### config.mk
export PLATFORM = sky130hd
export DESIGN_NAME = mem_intv_delay_flat
export DESIGN_NICKNAME = d
export VERILOG_FILES = /design/src/rtl/mem_intv_delay_if.sv /design/src/rtl/mem_intv_delay.sv /design/src/flat_wrapper.sv
export SDC_FILE = /design/constraint.sdc
export NUM_CORES = 1
export LEC_CHECK = 0
export ABC_CLOCK_PERIOD_IN_PS = 5400
export BUFFER_PORTS_ARGS = -buffer_cell sky130_fd_sc_hd__buf_2
export CAP_MARGIN = 5
export CORE_MARGIN = 4
export CORE_UTILIZATION = 46
export DETAILED_ROUTE_END_ITERATION = 6
export GPL_ROUTABILITY_DRIVEN = 0
export PLACE_DENSITY = 0.8
export REMOVE_ABC_BUFFERS = 1
export SLEW_MARGIN = 20
export SYNTH_ARGS = -nofsm -noshare
export SYNTH_HDL_FRONTEND = slang
export SYNTH_SLANG_ARGS = --single-unit
### constraint.sdc
create_clock -name clk -period 5.4 [get_ports clk]
set_clock_uncertainty 0.05 [all_clocks]
set_input_delay 0.54 -clock clk [delete_from_list [all_inputs] [get_ports clk]]
set_output_delay 0.54 -clock clk [all_outputs]
set_load 0.005 [all_outputs]
### src/rtl/mem_intv_delay_if.sv
// Val/rdy channels of the memory rate-shaping stage: core request in, memory request out,
// memory response in, core response out.
interface mem_intv_delay_if #(
  parameter int REQ_BITS  = 78,
  parameter int RESP_BITS = 78
);
  logic                 req_in_val;
  logic                 req_in_rdy;
  logic [REQ_BITS-1:0]  req_in_msg;
  logic                 req_out_val;
  logic                 req_out_rdy;
  logic [REQ_BITS-1:0]  req_out_msg;
  logic                 resp_in_val;
  logic                 resp_in_rdy;
  logic [RESP_BITS-1:0] resp_in_msg;
  logic                 resp_out_val;
  logic                 resp_out_rdy;
  logic [RESP_BITS-1:0] resp_out_msg;

  // harness side: drives core requests, memory readiness and memory responses
  modport master (
    output req_in_val, req_in_msg, input req_in_rdy,
    input  req_out_val, req_out_msg, output req_out_rdy,
    output resp_in_val, resp_in_msg, input resp_in_rdy,
    input  resp_out_val, resp_out_msg, output resp_out_rdy
  );

  modport slave (
    input  req_in_val, req_in_msg, output req_in_rdy,
    output req_out_val, req_out_msg, input req_out_rdy,
    input  resp_in_val, resp_in_msg, output resp_in_rdy,
    output resp_out_val, resp_out_msg, input resp_out_rdy
  );
endinterface

### src/rtl/mem_intv_delay.sv
// Rate-shaping stage between core and test memory: spaces request and response handshakes,
// buffers responses in a small FIFO and caps in-flight transactions.
module mem_intv_delay #(
  parameter int p_req_bits        = 78,
  parameter int p_resp_bits       = 78,
  parameter int p_send_intv_delay = 1,
  parameter int p_recv_intv_delay = 1,
  parameter int p_resp_depth      = 2,
  parameter int p_max_outstanding = 4,
  localparam int OW  = $clog2(p_max_outstanding + 1),
  localparam int SCW = (p_send_intv_delay > 1) ? $clog2(p_send_intv_delay) : 1,
  localparam int RCW = (p_recv_intv_delay > 1) ? $clog2(p_recv_intv_delay) : 1,
  localparam int PW  = (p_resp_depth > 1) ? $clog2(p_resp_depth) : 1,
  localparam int CW  = $clog2(p_resp_depth + 1)
) (
  input  logic              clk,
  input  logic              rst,
  mem_intv_delay_if.slave   bus,
  output logic [OW-1:0]     outstanding
);

  if (p_send_intv_delay < 1) begin : g_bad_send
    $error("p_send_intv_delay must be >= 1");
  end
  if (p_recv_intv_delay < 1) begin : g_bad_recv
    $error("p_recv_intv_delay must be >= 1");
  end
  if (p_resp_depth < 1) begin : g_bad_depth
    $error("p_resp_depth must be >= 1");
  end
  if (p_max_outstanding < 1) begin : g_bad_max
    $error("p_max_outstanding must be >= 1");
  end

  logic [SCW-1:0]         send_cnt;
  logic [RCW-1:0]         recv_cnt;
  logic [p_resp_bits-1:0] mem [p_resp_depth];
  logic [PW-1:0]          wr_ptr, rd_ptr;
  logic [CW-1:0]          count;
  logic                   send_ok, req_fire, enq, deq, full, empty;

  // send path is pure combinational gating of the core's handshake
  assign send_ok          = (send_cnt == '0) && (outstanding < OW'(p_max_outstanding));
  assign bus.req_out_val  = bus.req_in_val && send_ok;
  assign bus.req_in_rdy   = bus.req_out_rdy && send_ok;
  assign bus.req_out_msg  = bus.req_in_msg;
  assign req_fire         = bus.req_in_val && bus.req_out_rdy && send_ok;

  // full is registered-only, so a dequeue never frees a slot for a same-cycle enqueue
  assign full             = (count == CW'(p_resp_depth));
  assign empty            = (count == '0);
  assign bus.resp_in_rdy  = !full;
  assign enq              = bus.resp_in_val && !full;
  assign bus.resp_out_val = !empty && (recv_cnt == '0);
  assign bus.resp_out_msg = mem[rd_ptr];
  assign deq              = bus.resp_out_val && bus.resp_out_rdy;

  always_ff @(posedge clk or posedge rst) begin
    if (rst) begin
      send_cnt <= '0;
      recv_cnt <= '0;
    end else begin
      if (req_fire)              send_cnt <= SCW'(p_send_intv_delay - 1);
      else if (send_cnt != '0)   send_cnt <= send_cnt - SCW'(1);
      if (deq)                   recv_cnt <= RCW'(p_recv_intv_delay - 1);
      else if (recv_cnt != '0)   recv_cnt <= recv_cnt - RCW'(1);
    end
  end

  always_ff @(posedge clk or posedge rst) begin
    if (rst) begin
      wr_ptr <= '0;
      rd_ptr <= '0;
      count  <= '0;
    end else begin
      if (enq) wr_ptr <= (wr_ptr == PW'(p_resp_depth - 1)) ? '0 : wr_ptr + PW'(1);
      if (deq) rd_ptr <= (rd_ptr == PW'(p_resp_depth - 1)) ? '0 : rd_ptr + PW'(1);
      case ({enq, deq})
        2'b10:   count <= count + CW'(1);
        2'b01:   count <= count - CW'(1);
        default: ;
      endcase
    end
  end

  always_ff @(posedge clk) begin
    if (enq) mem[wr_ptr] <= bus.resp_in_msg;
  end

  // underflow would mean memory answered a request that was never sent; hold at 0
  always_ff @(posedge clk or posedge rst) begin
    if (rst) begin
      outstanding <= '0;
    end else begin
      case ({req_fire, deq})
        2'b10:   outstanding <= outstanding + OW'(1);
        2'b01:   if (outstanding != '0) outstanding <= outstanding - OW'(1);
        default: ;
      endcase
    end
  end

  resp_underflow: assert property (@(posedge clk) disable iff (rst)
    (deq && !req_fire) |-> (outstanding != '0));

endmodule

### src/flat_wrapper.sv
// flat-port wrapper written by rule: the top's interface ports become plain ports
module mem_intv_delay_flat 
#(
  parameter int p_req_bits        = 78,
  parameter int p_resp_bits       = 78,
  parameter int p_send_intv_delay = 1,
  parameter int p_recv_intv_delay = 1,
  parameter int p_resp_depth      = 2,
  parameter int p_max_outstanding = 4,
  localparam int OW  = $clog2(p_max_outstanding + 1),
  localparam int SCW = (p_send_intv_delay > 1) ? $clog2(p_send_intv_delay) : 1,
  localparam int RCW = (p_recv_intv_delay > 1) ? $clog2(p_recv_intv_delay) : 1,
  localparam int PW  = (p_resp_depth > 1) ? $clog2(p_resp_depth) : 1,
  localparam int CW  = $clog2(p_resp_depth + 1)
)
  (clk, rst, outstanding, bus_req_in_val, bus_req_in_msg, bus_req_in_rdy, bus_req_out_val, bus_req_out_msg, bus_req_out_rdy, bus_resp_in_val, bus_resp_in_msg, bus_resp_in_rdy, bus_resp_out_val, bus_resp_out_msg, bus_resp_out_rdy);
  mem_intv_delay_if #(.REQ_BITS(78), .RESP_BITS(78)) bus_i ();
  input  logic clk;
  input  logic rst;
  output logic [OW-1:0] outstanding;
  input wire logic [$bits(bus_i.req_in_val)-1:0] bus_req_in_val;
  input wire logic [$bits(bus_i.req_in_msg)-1:0] bus_req_in_msg;
  output wire logic [$bits(bus_i.req_in_rdy)-1:0] bus_req_in_rdy;
  output wire logic [$bits(bus_i.req_out_val)-1:0] bus_req_out_val;
  output wire logic [$bits(bus_i.req_out_msg)-1:0] bus_req_out_msg;
  input wire logic [$bits(bus_i.req_out_rdy)-1:0] bus_req_out_rdy;
  input wire logic [$bits(bus_i.resp_in_val)-1:0] bus_resp_in_val;
  input wire logic [$bits(bus_i.resp_in_msg)-1:0] bus_resp_in_msg;
  output wire logic [$bits(bus_i.resp_in_rdy)-1:0] bus_resp_in_rdy;
  output wire logic [$bits(bus_i.resp_out_val)-1:0] bus_resp_out_val;
  output wire logic [$bits(bus_i.resp_out_msg)-1:0] bus_resp_out_msg;
  input wire logic [$bits(bus_i.resp_out_rdy)-1:0] bus_resp_out_rdy;
  assign bus_i.req_in_val = bus_req_in_val;
  assign bus_i.req_in_msg = bus_req_in_msg;
  assign bus_req_in_rdy = bus_i.req_in_rdy;
  assign bus_req_out_val = bus_i.req_out_val;
  assign bus_req_out_msg = bus_i.req_out_msg;
  assign bus_i.req_out_rdy = bus_req_out_rdy;
  assign bus_i.resp_in_val = bus_resp_in_val;
  assign bus_i.resp_in_msg = bus_resp_in_msg;
  assign bus_resp_in_rdy = bus_i.resp_in_rdy;
  assign bus_resp_out_val = bus_i.resp_out_val;
  assign bus_resp_out_msg = bus_i.resp_out_msg;
  assign bus_i.resp_out_rdy = bus_resp_out_rdy;
  mem_intv_delay #(.p_req_bits(p_req_bits), .p_resp_bits(p_resp_bits), .p_send_intv_delay(p_send_intv_delay), .p_recv_intv_delay(p_recv_intv_delay), .p_resp_depth(p_resp_depth), .p_max_outstanding(p_max_outstanding)) u_core (.clk(clk), .rst(rst), .bus(bus_i), .outstanding(outstanding));
endmodule
* Yosys cells after proc, flatten, opt, wreduce, memory -nomap -nowiden *
Memories as Yosys holds them, arrays and structs flattened.
Index checks and enable logic that the tools add are counted.

storage, ports and cells
  register bits after elaboration = 9
  RAM bits = 156
  input port bits = 162
  output and inout bits = 163
  word-level logic and storage cells = 50
  memories kept = 1

operators by class
  add/sub/neg operators = 8
  $lt $le $gt $ge = 1
  equality and inequality tests = 6
  mux-type cells = 11
  bitwise gates (word level) = 2
  reduce and logical (&&, ||, !) cells = 15

memories
  memory      depth  bits a word  rd ports  clocked after Yosys merged registers in  write ports  line                  source
  u_core.mem  2      78           1         0                                        1            mem_intv_delay.sv:37  logic [p_resp_bits-1:0] mem [p_resp_depth];

operators by type and width
  kind                 number
  $logic_and 1x1->1    8
  $mux 1               8
  $eq 2x2->1 const B   3
  $pmux 3 s2           1
  $eq 2x1->1 const B   2
  $pmux 2 s2           1
  $reduce_bool 2->1    2
  $add 3x1->3 const B  1
  $lt 3x3->1 const B   1
  $mux 3               1
  $reduce_bool 3->1    1
  $sub 3x1->3 const B  1
  $add 1x1->1 const B  2
  $add 2x1->2 const B  1
  $logic_not 1->1      2
  $logic_not 2->1      1
  $ne 2x1->1 const B   1
  $not 1->1            2
  $reduce_and 2->1     1
  $sub 1x1->1 const B  2
  $sub 2x1->2 const B  1

* Logic depth before layout (Yosys ltp) *
  depth in word-level cells = 7
  mapped depth = 7

* Worst setup path after synthesis *
Ideal clock, no wire load.

  path kind = register to register
  from = reg u_core.count[0]
  to = mem u_core.mem[0][0], enable pin
  setup time = 515 ps
  arrival = 4002 ps
  required time = 4835 ps
  path slack = 833 ps
  stages on the path, launching flop included = 4
  path buffers = 0
  cell sequence = dfrtp_1 nand2b_1 nand2_1 nor2_1

on the way
  cells in the longest elaborated chain, start to end = 5

ends and longest elaborated chain
  item                          line                  source
  start: declaration            mem_intv_delay.sv:39  logic [CW-1:0] count;
  start signal: assignment      mem_intv_delay.sv:79  2'b10: count <= count + CW'(1);
  start signal: assignment      mem_intv_delay.sv:80  2'b01: count <= count - CW'(1);
  $eq 2x2->1                    mem_intv_delay.sv:50  assign full = (count == CW'(p_resp_depth));
  $logic_not 1->1               n/a
  via bus_resp_in_rdy           flat_wrapper.sv:29    output wire logic [$bits(bus_i.resp_in_rdy)-1:0] bus_resp_in_rdy;
  $logic_and 1x1->1             mem_intv_delay.sv:53  assign enq = bus.resp_in_val && !full;
  $mux 1                        mem_intv_delay.sv:87  if (enq) mem[wr_ptr] <= bus.resp_in_msg;
  $mux 1 (not written as such)  mem_intv_delay.sv:87
  end: declaration              mem_intv_delay.sv:37

The timed path passes the listed nets, and every way through them passes these cells.

* Final worst setup path *
  from = reg u_core.rd_ptr
  to = out bus_resp_out_msg[16]

on the way
  cells in the longest elaborated chain, start to end = 1

ends and longest elaborated chain
  item                      line                  source
  start: declaration        mem_intv_delay.sv:38  logic [PW-1:0] wr_ptr, rd_ptr;
  start signal: assignment  mem_intv_delay.sv:77  if (deq) rd_ptr <= (rd_ptr == PW'(p_resp_depth - 1)) ? '0 : rd_ptr + PW'(1);
  $mem_v2 2x78              n/a
  end: declaration          flat_wrapper.sv:31    output wire logic [$bits(bus_i.resp_out_msg)-1:0] bus_resp_out_msg;

Every way passes these cells.

==> flow_summary.ini <==
[layout]
finish.net_count = 632
final_util_pct = 54.9
drive_above_1_share_pct = 59.7
num-fill-cells = 1082
area_growth_pct = 16.0
antenna_cells = 0
final_cells = 661

[global_route]
grt_usage_pct = 23.8
antenna_found_initial = 1
grt_pass1_vias = 3637
gr-total-overflow = 0
grt_pass1_wl_um = 26500
grt_max_degree = 80

[synth]
ys_seq_area_share_pct = 73.1
ys_warn_count = 0
yosys-top-cells-area = edfxtp_1, mux2_2, buf_4
synth_commonest_cells = edfxtp_1, buf_4, mux2_2
synth_edf_count = 156
synth_area_um2 = 6650
avgSynthCellArea_um2 = 18.2
ys_ff_latch = 163
synth_flop_cell = edfxtp_1
synth_top_area_cell = edfxtp_1
synth_top_cell_area_share_pct = 70.5
yosysMostFrequentCell = edfxtp_1
synth_cell_types = 30
async_reset_ff_share_pct = 4.29
synth_cells = 365

[critical_path]
cp_slowest_cell = dfrtp_4
path_class = register to output pin
worstSetupStartpointType = register
path_max_fanout = 79
endpoint_kind = output pin
cpPeakStageDelay_ns = 1.13
ff2ff_setup_slack_ns = 2.83
crit_arrival_ns = 2.21
path_cells = mux2_2 > buf_2
cp.required_ns = 4.81

[timing]
setup-tns-final_ns = 0
finalSetupViolations = 0
max_slew_margin_pct = 26.4
layout_min_cycle_time_ns = 2.80
slew_viol_final = 0
fmax_ghz = 0.357
layout_setup_ws_ns = 2.60
grt_setup_unrepaired = false
fin_crit_sh_pct = 51.8
worstMarginPinSlew_ns = 1.10
finalHoldViolCount = 0

[detailed_routing]
firstDrtPassIters = 4
viasPerCell = 5.32
drc = 0
first_iter_violations = 218
final_antenna_net_count = 0
vias = 3518
wirelength_um = 19700
wl_per_cell_um = 29.8

[power_and_ir_drop]
powerDensity_nw_per_um2 = 541
power_leakage_nw = 2.91
power_mw = 4.17
vdd_drop_max_mv = 0.335

[clocking]
cts_sinks = 163
cts_buffers = 17
clkTransAtPathRegs_ns = 0.06
cts.path.max_buffers = 2
htree_num_levels = 4
cts_setup_buffers = 0
cts_tree = yes
cts-root-buf = clkbuf_16
insertion_delay_ns = 0.42

[place]
place_inst = 628
place_ws_ns = 2.81
portBuffers = 168
hpwl_um = 14500

[worst_hold_path]
hold_class = input port to register

[floorplan]
std_cell_rows = 43
core_um2 = 14000
initial_core_util_pct = 47.3
die_h_um = 128
io_pins = 325
dieArea_um2 = 16400
fp.dieW_um = 128

[job]
drv_cap = 0

[run_status]
status = finished clean
==> power by group <==
group	total (mW)	leakage [nW]	switching, mW	internal (mW)
sequential	1.95	1.53	0.214	1.74
combinational	1.05	1.10	0.482	0.564
clock	1.18	0.278	0.521	0.657
==> layer usage <==
layer | up-vias | share of wire, % | track usage [%]
li1 | 1496 | - | -
met1 | 1687 | 36 | 25.8
met2 | 306 | 40 | 31.5
met3 | 21 | 22 | 23.6
met4 | 8 | 1.1 | 6.24
met5 | - | 1.1 | 10.5
==> worst max-delay path, delay by kind of cell (launching register included) <==
| family | cells | cell delay (ns) |
|---|---|---|
| buf+inv | 1 | 0.14 |
| mux | 1 | 0.45 |
| flops | 1 | 1.13 |
==> per-stage QoR <==
stage,instance area (um^2),hold WS (ns)
5_1_grt,7710,0.230
6_report,7710,0.256
3_5_place_dp,7110,0.441
2_1_floorplan,6010,0.293
3_3_place_gp,7110,0.438
4_1_cts,7710,0.231
==> cell families after synthesis <==
family          synth area share [%]
compound gates                  1.43
xor+xnor                       0.790
buf+inv                         9.90
flops                           73.1
fa+ha+maj                      0.489
simple gates                    1.09
mux                             13.2
==> worst paths after layout <==
path,cells after the start,startpoint,end
worst max-delay path,2,u_core.rd_ptr$_DFFE_PP0P_,bus_resp_out_msg[16]
worst min-delay path,1,bus_resp_in_msg[44],u_core.mem[0][44]$_DFFE_PP_
worst max register to register,4,u_core.count[0]$_DFFE_PP0P_,u_core.mem[0][32]$_DFFE_PP_
worst min register to register,1,u_core.wr_ptr$_DFFE_PP0P_,u_core.wr_ptr$_DFFE_PP0P_
max in group asynchronous,3,rst,u_core.rd_ptr$_DFFE_PP0P_
min in group asynchronous,3,rst,u_core.count[1]$_DFFE_PP0P_
==> final cells by class <==
| type | count | area [um^2] | share of cell area (%) |
|---|---|---|---|
| inverters | 5 | 21.3 | 0.276 |
| clock buffers | 17 | 425 | 5.52 |
| repair buffers | 171 | 866 | 11.2 |
| clock inverters | 15 | 165 | 2.14 |
| multi-input cells | 110 | 1140 | 14.8 |
| flip-flops and latches | 163 | 4860 | 63.1 |
| well taps | 180 | 225 | 2.92 |
==> registers in the layout (all words and copies together) (netlist names) <==
name / flops
u_core.count: 2
u_core.wr_ptr: 1
u_core.mem: 156
u_core.rd_ptr: 1
u_core.outstanding: 3
==> timing repair <==
action                                 CTS  global route
resized for setup                        0             0
hold buffers                             1             0
endpoints found under the hold margin    7             0
==> cell usage in the layout (no fill, tap or decap), types with 2 or more instances in the layout <==
master / Yosys / final
buf_2: 8 / 168
edfxtp_1: 156 / 156
mux2_2: 78 / 78
clkbuf_16: 0 / 17
dfrtp_1: 7 / 6
xnor2_1: 5 / 5
inv_1: 4 / 4
inv_8: 0 / 4
inv_6: 0 / 4
clkinvlp_4: 0 / 4
nor2b_1: 3 / 3
nand2_1: 3 / 3
a21oi_1: 2 / 2
buf_4: 78 / 2
No activity file was read; power rests on OpenSTA's default activity.
